[src/rtl/icache_pkg.sv]
// Shared widths, FSM state type and PC field helpers for the direct-mapped instruction cache.
package icache_pkg;

  localparam int ADDR_W     = 10;
  localparam int NUM_LINES  = 8;
  localparam int IDX_W      = 3;
  localparam int TAG_W      = ADDR_W - 4 - IDX_W;
  localparam int BLK_W      = TAG_W + IDX_W;
  localparam int WORD_W     = 32;
  localparam int LINE_W     = 128;

  typedef enum logic [1:0] {
    IDLE     = 2'd0,
    MEM_READ = 2'd1,
    UPDATE   = 2'd2
  } state_e;

  function automatic logic [TAG_W-1:0] tag_of(input logic [ADDR_W-1:0] addr);
    return addr[ADDR_W-1 -: TAG_W];
  endfunction

  function automatic logic [IDX_W-1:0] index_of(input logic [ADDR_W-1:0] addr);
    return addr[4 +: IDX_W];
  endfunction

  function automatic logic [1:0] word_of(input logic [ADDR_W-1:0] addr);
    return addr[3:2];
  endfunction

endpackage

[src/rtl/icache_line_store.sv]
// Valid/tag/data storage for the instruction cache: async read, single write port,
// valid bits cleared asynchronously on reset (tags and data keep their contents).
module icache_line_store
  import icache_pkg::*;
(
  input  logic              clock,
  input  logic              reset,
  input  logic [IDX_W-1:0]  rd_idx,
  output logic              rd_valid,
  output logic [TAG_W-1:0]  rd_tag,
  output logic [LINE_W-1:0] rd_data,
  input  logic              wr_en,
  input  logic [IDX_W-1:0]  wr_idx,
  input  logic [TAG_W-1:0]  wr_tag,
  input  logic [LINE_W-1:0] wr_data
);

  logic [NUM_LINES-1:0] valid_r;
  logic [TAG_W-1:0]     tag_arr_r  [NUM_LINES];
  logic [LINE_W-1:0]    data_arr_r [NUM_LINES];

  // Valid bits: cleared by reset, set when a line is filled.
  always_ff @(posedge clock or posedge reset) begin
    if (reset) begin
      valid_r <= '0;
    end else if (wr_en) begin
      valid_r[wr_idx] <= 1'b1;
    end
  end

  // Tag and data arrays are written only on fill and never reset.
  always_ff @(posedge clock) begin
    if (wr_en) begin
      tag_arr_r[wr_idx]  <= wr_tag;
      data_arr_r[wr_idx] <= wr_data;
    end
  end

  assign rd_valid = valid_r[rd_idx];
  assign rd_tag   = tag_arr_r[rd_idx];
  assign rd_data  = data_arr_r[rd_idx];

endmodule

[src/rtl/icache_controller.sv]
// Direct-mapped instruction cache controller: hit compare, word select and the
// IDLE/MEM_READ/UPDATE miss FSM that fills one 16-byte line from instruction memory.
module icache_controller
  import icache_pkg::*;
(
  input  logic              clock,
  input  logic              reset,
  input  logic              read,
  input  logic [ADDR_W-1:0] address,
  output logic [WORD_W-1:0] instruction,
  output logic              busywait,
  output logic              mem_read,
  output logic [BLK_W-1:0]  mem_address,
  input  logic [LINE_W-1:0] mem_readinst,
  input  logic              mem_busywait
);

  state_e             state_r, next_state_s;
  logic [BLK_W-1:0]   miss_blk_r;
  logic               mem_read_r;
  logic               latch_miss_s;
  logic               fill_s;
  logic               hit_s;
  logic               line_valid_s;
  logic [TAG_W-1:0]   line_tag_s;
  logic [LINE_W-1:0]  line_data_s;
  logic [WORD_W-1:0]  word_s;
  logic               unused_s;

  assign unused_s = ^address[1:0];

  icache_line_store u_store (
    .clock    (clock),
    .reset    (reset),
    .rd_idx   (index_of(address)),
    .rd_valid (line_valid_s),
    .rd_tag   (line_tag_s),
    .rd_data  (line_data_s),
    .wr_en    (fill_s),
    .wr_idx   (miss_blk_r[IDX_W-1:0]),
    .wr_tag   (miss_blk_r[BLK_W-1 -: TAG_W]),
    .wr_data  (mem_readinst)
  );

  assign hit_s = line_valid_s && (line_tag_s == tag_of(address));

  // Little-endian word select within the addressed line.
  always_comb begin
    word_s = 32'd0;
    case (word_of(address))
      2'd0:    word_s = line_data_s[31:0];
      2'd1:    word_s = line_data_s[63:32];
      2'd2:    word_s = line_data_s[95:64];
      2'd3:    word_s = line_data_s[127:96];
      default: word_s = 32'd0;
    endcase
  end

  // Next-state logic; memory is sampled only from the first edge spent in MEM_READ.
  always_comb begin
    next_state_s = state_r;
    latch_miss_s = 1'b0;
    fill_s       = 1'b0;
    case (state_r)
      IDLE: begin
        if (read && !hit_s) begin
          next_state_s = MEM_READ;
          latch_miss_s = 1'b1;
        end else begin
          next_state_s = IDLE;
        end
      end
      MEM_READ: begin
        if (!mem_busywait) begin
          next_state_s = UPDATE;
        end else begin
          next_state_s = MEM_READ;
        end
      end
      UPDATE: begin
        fill_s       = 1'b1;
        next_state_s = IDLE;
      end
      default: begin
        next_state_s = IDLE;
      end
    endcase
  end

  // State, latched miss block and registered memory request.
  always_ff @(posedge clock or posedge reset) begin
    if (reset) begin
      state_r    <= IDLE;
      miss_blk_r <= '0;
      mem_read_r <= 1'b0;
    end else begin
      state_r    <= next_state_s;
      mem_read_r <= (next_state_s == MEM_READ);
      if (latch_miss_s) begin
        miss_blk_r <= {tag_of(address), index_of(address)};
      end
    end
  end

  // Reset forces the CPU-facing outputs low immediately, not at the next edge.
  assign busywait    = read && !reset && ((state_r != IDLE) || !hit_s);
  assign instruction = (!reset && (state_r == IDLE) && hit_s) ? word_s : 32'd0;
  assign mem_read    = mem_read_r;
  assign mem_address = miss_blk_r;

endmodule

[config.mk]
export PLATFORM = sky130hd
export DESIGN_NAME = icache_controller
export DESIGN_NICKNAME = d
export VERILOG_FILES = /design/src/rtl/icache_pkg.sv /design/src/rtl/icache_line_store.sv /design/src/rtl/icache_controller.sv
export SDC_FILE = /design/constraint.sdc
export NUM_CORES = 1
export LEC_CHECK = 0
export CAP_MARGIN = 20
export CORE_ASPECT_RATIO = 0.9
export CORE_MARGIN = 4
export CORE_UTILIZATION = 45
export CTS_BUF_LIST = sky130_fd_sc_hd__clkbuf_8
export DETAILED_ROUTE_END_ITERATION = 12
export GPL_TIMING_DRIVEN = 0
export PLACE_DENSITY = 0.73
export SLEW_MARGIN = 5
export SYNTH_ARGS = -nofsm -noshare
export SYNTH_HDL_FRONTEND = slang
export SYNTH_HIERARCHICAL = 1
export SYNTH_SLANG_ARGS = --single-unit
[constraint.sdc]
create_clock -name clock -period 46.5 [get_ports clock]
set_input_delay 11.625 -clock clock [delete_from_list [all_inputs] [get_ports clock]]
set_output_delay 11.625 -clock clock [all_outputs]
set_load 0.1 [all_outputs]
Word-level counts from Yosys, hierarchy flattened
Memories as Yosys holds them, arrays and structs flattened.
Cells that the tools add are included.
{"block": "totals", "register_bits": 17, "ramBits": 1048, "out_inout_bits": 40, "n_memories": 2}
{"memory": "u_store.data_arr_r", "depth": 8, "width": 128, "rd": 1, "rd_clocked_by_memory_dff": 0, "wr": 1, "line": "icache_line_store.sv:20", "text": "logic [LINE_W-1:0] data_arr_r [NUM_LINES];"}
{"memory": "u_store.tag_arr_r", "depth": 8, "width": 3, "rd": 1, "rd_clocked_by_memory_dff": 0, "wr": 1, "line": "icache_line_store.sv:19", "text": "logic [TAG_W-1:0] tag_arr_r [NUM_LINES];"}
{"block": "op_classes", "magnitude_cmp": 3, "n_eq_ne": 7, "mux": 14, "bitwise": 1, "reduce_logical": 13}
{"cell": "$pmux 32 s4", "n": 1}
{"cell": "$mux 32", "n": 1}
{"cell": "$lt 3x4->1 const B", "n": 2}
{"cell": "$mux 1", "n": 8}
{"cell": "$or 8x8->8", "n": 1}
{"cell": "$logic_and 1x1->1", "n": 7}
{"cell": "$eq 2x1->1 const B", "n": 3}
{"cell": "$eq 2x2->1 const B", "n": 3}
{"cell": "$logic_not 2->1", "n": 2}
{"cell": "$pmux 2 s2", "n": 1}
{"cell": "$bmux 1 s3", "n": 1}
{"cell": "$demux 1 s3", "n": 1}
{"cell": "$eq 3x3->1", "n": 1}
{"cell": "$ge 3x1->1 const B", "n": 1}
{"cell": "$logic_not 1->1", "n": 2}
{"cell": "$mux 2", "n": 1}
{"cell": "$reduce_bool 2->1", "n": 1}
{"cell": "$logic_or 1x1->1", "n": 1}

Longest topological paths before layout
{"block": "logic_depth", "word_depth": 8, "mapped_depth": 9, "mapped_depth_nobuf": 5}

By module
The synthesis kept the hierarchy.
{"mod": "icache_line_store", "n_inst": 1, "cells_per_inst": 1551, "area_each_um2": 40312.4, "seq_area_each_um2": 31670.4}
{"mod": "icache_controller", "n_inst": 1, "cells_per_inst": 119, "area_each_um2": 1555.2, "seq_area_each_um2": 225.2}

Worst setup path before layout
OpenSTA, ideal clock, no wires.
{"block": "synth_path", "kind": "input port to output port", "start": "in address[4]", "end": "out instruction[10]", "t_arrival_ns": 15.745, "slack_ns": 19.130, "path_stages": 9, "n_path_buf": 4, "path_cell_list": "buf_6 -> buf_12 -> buf_6 -> mux4_2 -> mux2_2 -> xnor2_2 -> nand4_2 -> buf_2 -> nor3b_1"}
{"block": "synth_via", "elab_chain_len": 5, "elab_cells_between_ends": 9}
{"element": "start: declaration", "line": "icache_controller.sv:9", "text": "input logic [ADDR_W-1:0] address,"}
{"element": "$mem_v2 8x3"}
{"element": "net line_tag_s[2]", "line": "icache_controller.sv:25", "text": "logic [TAG_W-1:0] line_tag_s;"}
{"element": "$eq 3x3->1", "line": "icache_controller.sv:45", "text": "assign hit_s = line_valid_s && (line_tag_s == tag_of(address));"}
{"element": "$logic_and 1x1->1", "line": "icache_controller.sv:45"}
{"element": "$logic_and 1x1->1", "line": "icache_controller.sv:107", "text": "assign instruction = (!reset && (state_r == IDLE) && hit_s) ? word_s : 32'd0;"}
{"element": "$mux 32", "line": "icache_controller.sv:107"}
{"element": "end: declaration", "line": "icache_controller.sv:10", "text": "output logic [WORD_W-1:0] instruction,"}
The timed path passes the listed nets, and every way through them passes these cells. The select of a mux whose other input is x is not followed.

Worst setup path in the final report
{"block": "layout_path", "start": "in address[5]", "end": "out instruction[20]"}
The elaborated chain is that of the path after synthesis.

==> impl_metrics.env <==
export IMPL_pin_count=182
export IMPL_p_per_area_mw_per_mm2=41.4
export IMPL_start_util_pct=45.7
export IMPL_max_slew_margin_rel_pct=19.9
export IMPL_syn_nets=1812
export IMPL_rows=105
export IMPL_gr_usage_all_layers_pct=21.1
export IMPL_io_buffers=178
export IMPL_syn_area_mm2=0.0419
export IMPL_core_area_mm2=0.0917
export IMPL_hold_slack_ps=467
export IMPL_nets=2295
export IMPL_status="finished, final reports clean"
export IMPL_die_area_mm2=0.0980
export IMPL_gp_congestion=0.761
export IMPL_yosysTopAreaCell="edfxtp_1"
export IMPL_place_area_mm2=0.0467
export IMPL_grt_ovfl_total=0
export IMPL_synth_area_top_cells="edfxtp_1, mux4_2, mux4_1"
export IMPL_cts_htree_levels=4
export IMPL_end_kind="output port"
export IMPL_fin_util_pct=54.2
export IMPL_fin_tns_setup_ps=0
export IMPL_synth_area_per_cell_um2=25.1
export IMPL_drcViolationCount=0
export IMPL_cts_setup_buffers=0
export IMPL_clockBufferDepth=3
export IMPL_fin_crit_ps=28520
export IMPL_dp_cells=3214
export IMPL_stdcell_count=3518
export IMPL_grt_pass1_wl_mm=147
export IMPL_post_place_ws_ps=18040
export IMPL_path_common_cell="buf_2"
export IMPL_crit_path_start_kind="input pin"
export IMPL_skew_ps=33.0
export IMPL_period_share_pct=61.3
export IMPL_clk_pin_slew_ps=60
export IMPL_clockRootBuffer="clkbuf_8"
export IMPL_clk_latency_ps=820
export IMPL_post_drt_via_cell_ratio=5.74
export IMPL_grt_pass1_vias=21000
export IMPL_hpwl_mm=69.4
export IMPL_wl_mm=103
export IMPL_yosys_warnings=6
export IMPL_cts_sinks=1065
export IMPL_netlist_instances=1670
export IMPL_ir_worst_vdd_uv=22.4
export IMPL_ant_nets=0
export IMPL_cp_top_family="buffers and inverters"
export IMPL_stdcell_area_mm2=0.0497
export IMPL_slowest_stage="clkdlybuf4s50_1"
export IMPL_maxCapViolCount=0
export IMPL_timing_fmax_ghz=0.0351
export IMPL_final_common_cell="edfxtp_1"
export IMPL_yosysSeqAreaShare_pct=76.2
export IMPL_cp_required_ps=34880
export IMPL_path_buf_inv=6
export IMPL_critPathKind="input pin to output port"
export IMPL_netlist_area_leader_share_pct=75.2
export IMPL_cts_tree="yes"
export IMPL_post_cts_resized=0
export IMPL_cellLeakagePower_nw=16.3
export IMPL_ctsHoldBuffers=0
export IMPL_die_w_um=330
export IMPL_drt_iter0_markers=2083
export IMPL_crit_chain="clkdlybuf4s50_1, buf_2, clkbuf_1, buf_2, mux2_2, xnor2_2, nand4_2, buf_2, nor3b_1, clkdlybuf4s50_1"
export IMPL_grt_max_degree=25
export IMPL_finalHoldViolations=0
export IMPL_slew_viol_final=0
export IMPL_crit_fanout=10
export IMPL_vias=20200
export IMPL_min_path_type="flop to flop"
export IMPL_setup_viol=0
export IMPL_p_total_mw=2.06
export IMPL_area_growth_pct=18.7
export IMPL_drt_wirelength_per_cell_um=29.3
export IMPL_cts_buffers=166
export IMPL_antenna_found_initial=26
export IMPL_rsz0062_at_grt="no"
export IMPL_die_height_um=297
export IMPL_arrival_ps=16900
export IMPL_drive_gt1_share_pct=31.0
export IMPL_tightest_slew_ps=1200
export IMPL_slowest_delay_ps=1270
export IMPL_finalWorstSetupSlack_ps=17980
export IMPL_dr_pass1_iters=5
export IMPL_final_cell_mix="edfxtp_1, clkdlybuf4s50_1, mux4_2"
export IMPL_ys_types=35
export IMPL_ys_ff_latch=1065
## registers in the layout (all words and copies together) (netlist names)
signal	cells
mem_address	6
u_store/tag_arr_r	24
u_store/valid_r	8
state_r	2
u_store/data_arr_r	1024
mem_read	1
## synthesized netlist by cell type
cell type,instances
edfxtp_1,1048
mux4_2,171
mux2_2,136
mux4_1,125
nor3b_1,35
clkbuf_1,26
buf_1,20
dfrtp_1,17
buf_8,15
buf_6,14
buf_2,11
inv_1,8
a41o_1,5
buf_4,3
nand2_1,3
nor2_1,3
nor3_1,3
or2_2,3
xnor2_2,3
a31o_2,2
buf_12,2
nand4_1,2
nor4b_1,2
nor4bb_1,2
a21o_2,1
a22oi_1,1
a31oi_1,1
a41oi_1,1
a41oi_4,1
nand4_2,1
nor2b_1,1
o21bai_1,1
o311a_1,1
or3b_4,1
or4b_2,1
## final timing paths
kind	start	endpoint	slack (ps)	depth (start not counted)
max in group asynchronous	reset	mem_address[5]$_DFFE_PP0P_	34740	2
worst min register to register	u_store/valid_r[4]$_DFFE_PP0P_	u_store/valid_r[4]$_DFFE_PP0P_	470	1
worst max-delay path	address[5]	instruction[20]	17980	10
worst min-delay path	u_store/valid_r[4]$_DFFE_PP0P_	u_store/valid_r[4]$_DFFE_PP0P_	470	1
worst max register to register	state_r[1]$_DFF_PP0_	u_store/data_arr_r[6][71]$_DFFE_PP_	42940	8
min in group asynchronous	reset	u_store/valid_r[3]$_DFFE_PP0P_	11310	2
## routing by layer
layer	GRT usage [%]	wire (um)	up-vias
met5	0	103	-
met4	6.80	2570	18
met3	7.18	10000	179
met2	33.1	49900	992
met1	28.0	40500	10600
li1	-	-	8367
## power by group
part | total (mW) | switching (mW) | leakage, nW | internal (mW)
Sequential | 1.13 | 0.0184 | 9.64 | 1.11
Clock | 0.691 | 0.348 | 1.68 | 0.343
Combinational | 0.239 | 0.141 | 5.01 | 0.0973
## area by class of cell
| type | count | area (um^2) |
|---|---|---|
| clock buffers | 169 | 2330 |
| multi-input cells | 506 | 9330 |
| inverters | 8 | 30.0 |
| diodes | 19 | 47.5 |
| fillers | 6794 | 42000 |
| well taps | 1230 | 1540 |
| repair buffers | 315 | 3290 |
| plain buffers | 91 | 673 |
| flip-flops and latches | 1065 | 31900 |
| clock inverters | 115 | 558 |
## cell families after synthesis
kind of cell              count (synthesis)  synth area share (%)
and+or+nand+nor                          57                 0.977
buffers and inverters                    99                  1.68
muxes                                   432                  20.7
xor gates and xnor gates                  3                 0.117
DFF                                    1065                  76.2
AOI/OAI and AO/OA                        14                 0.344
(Power assumes the default switching activity.)
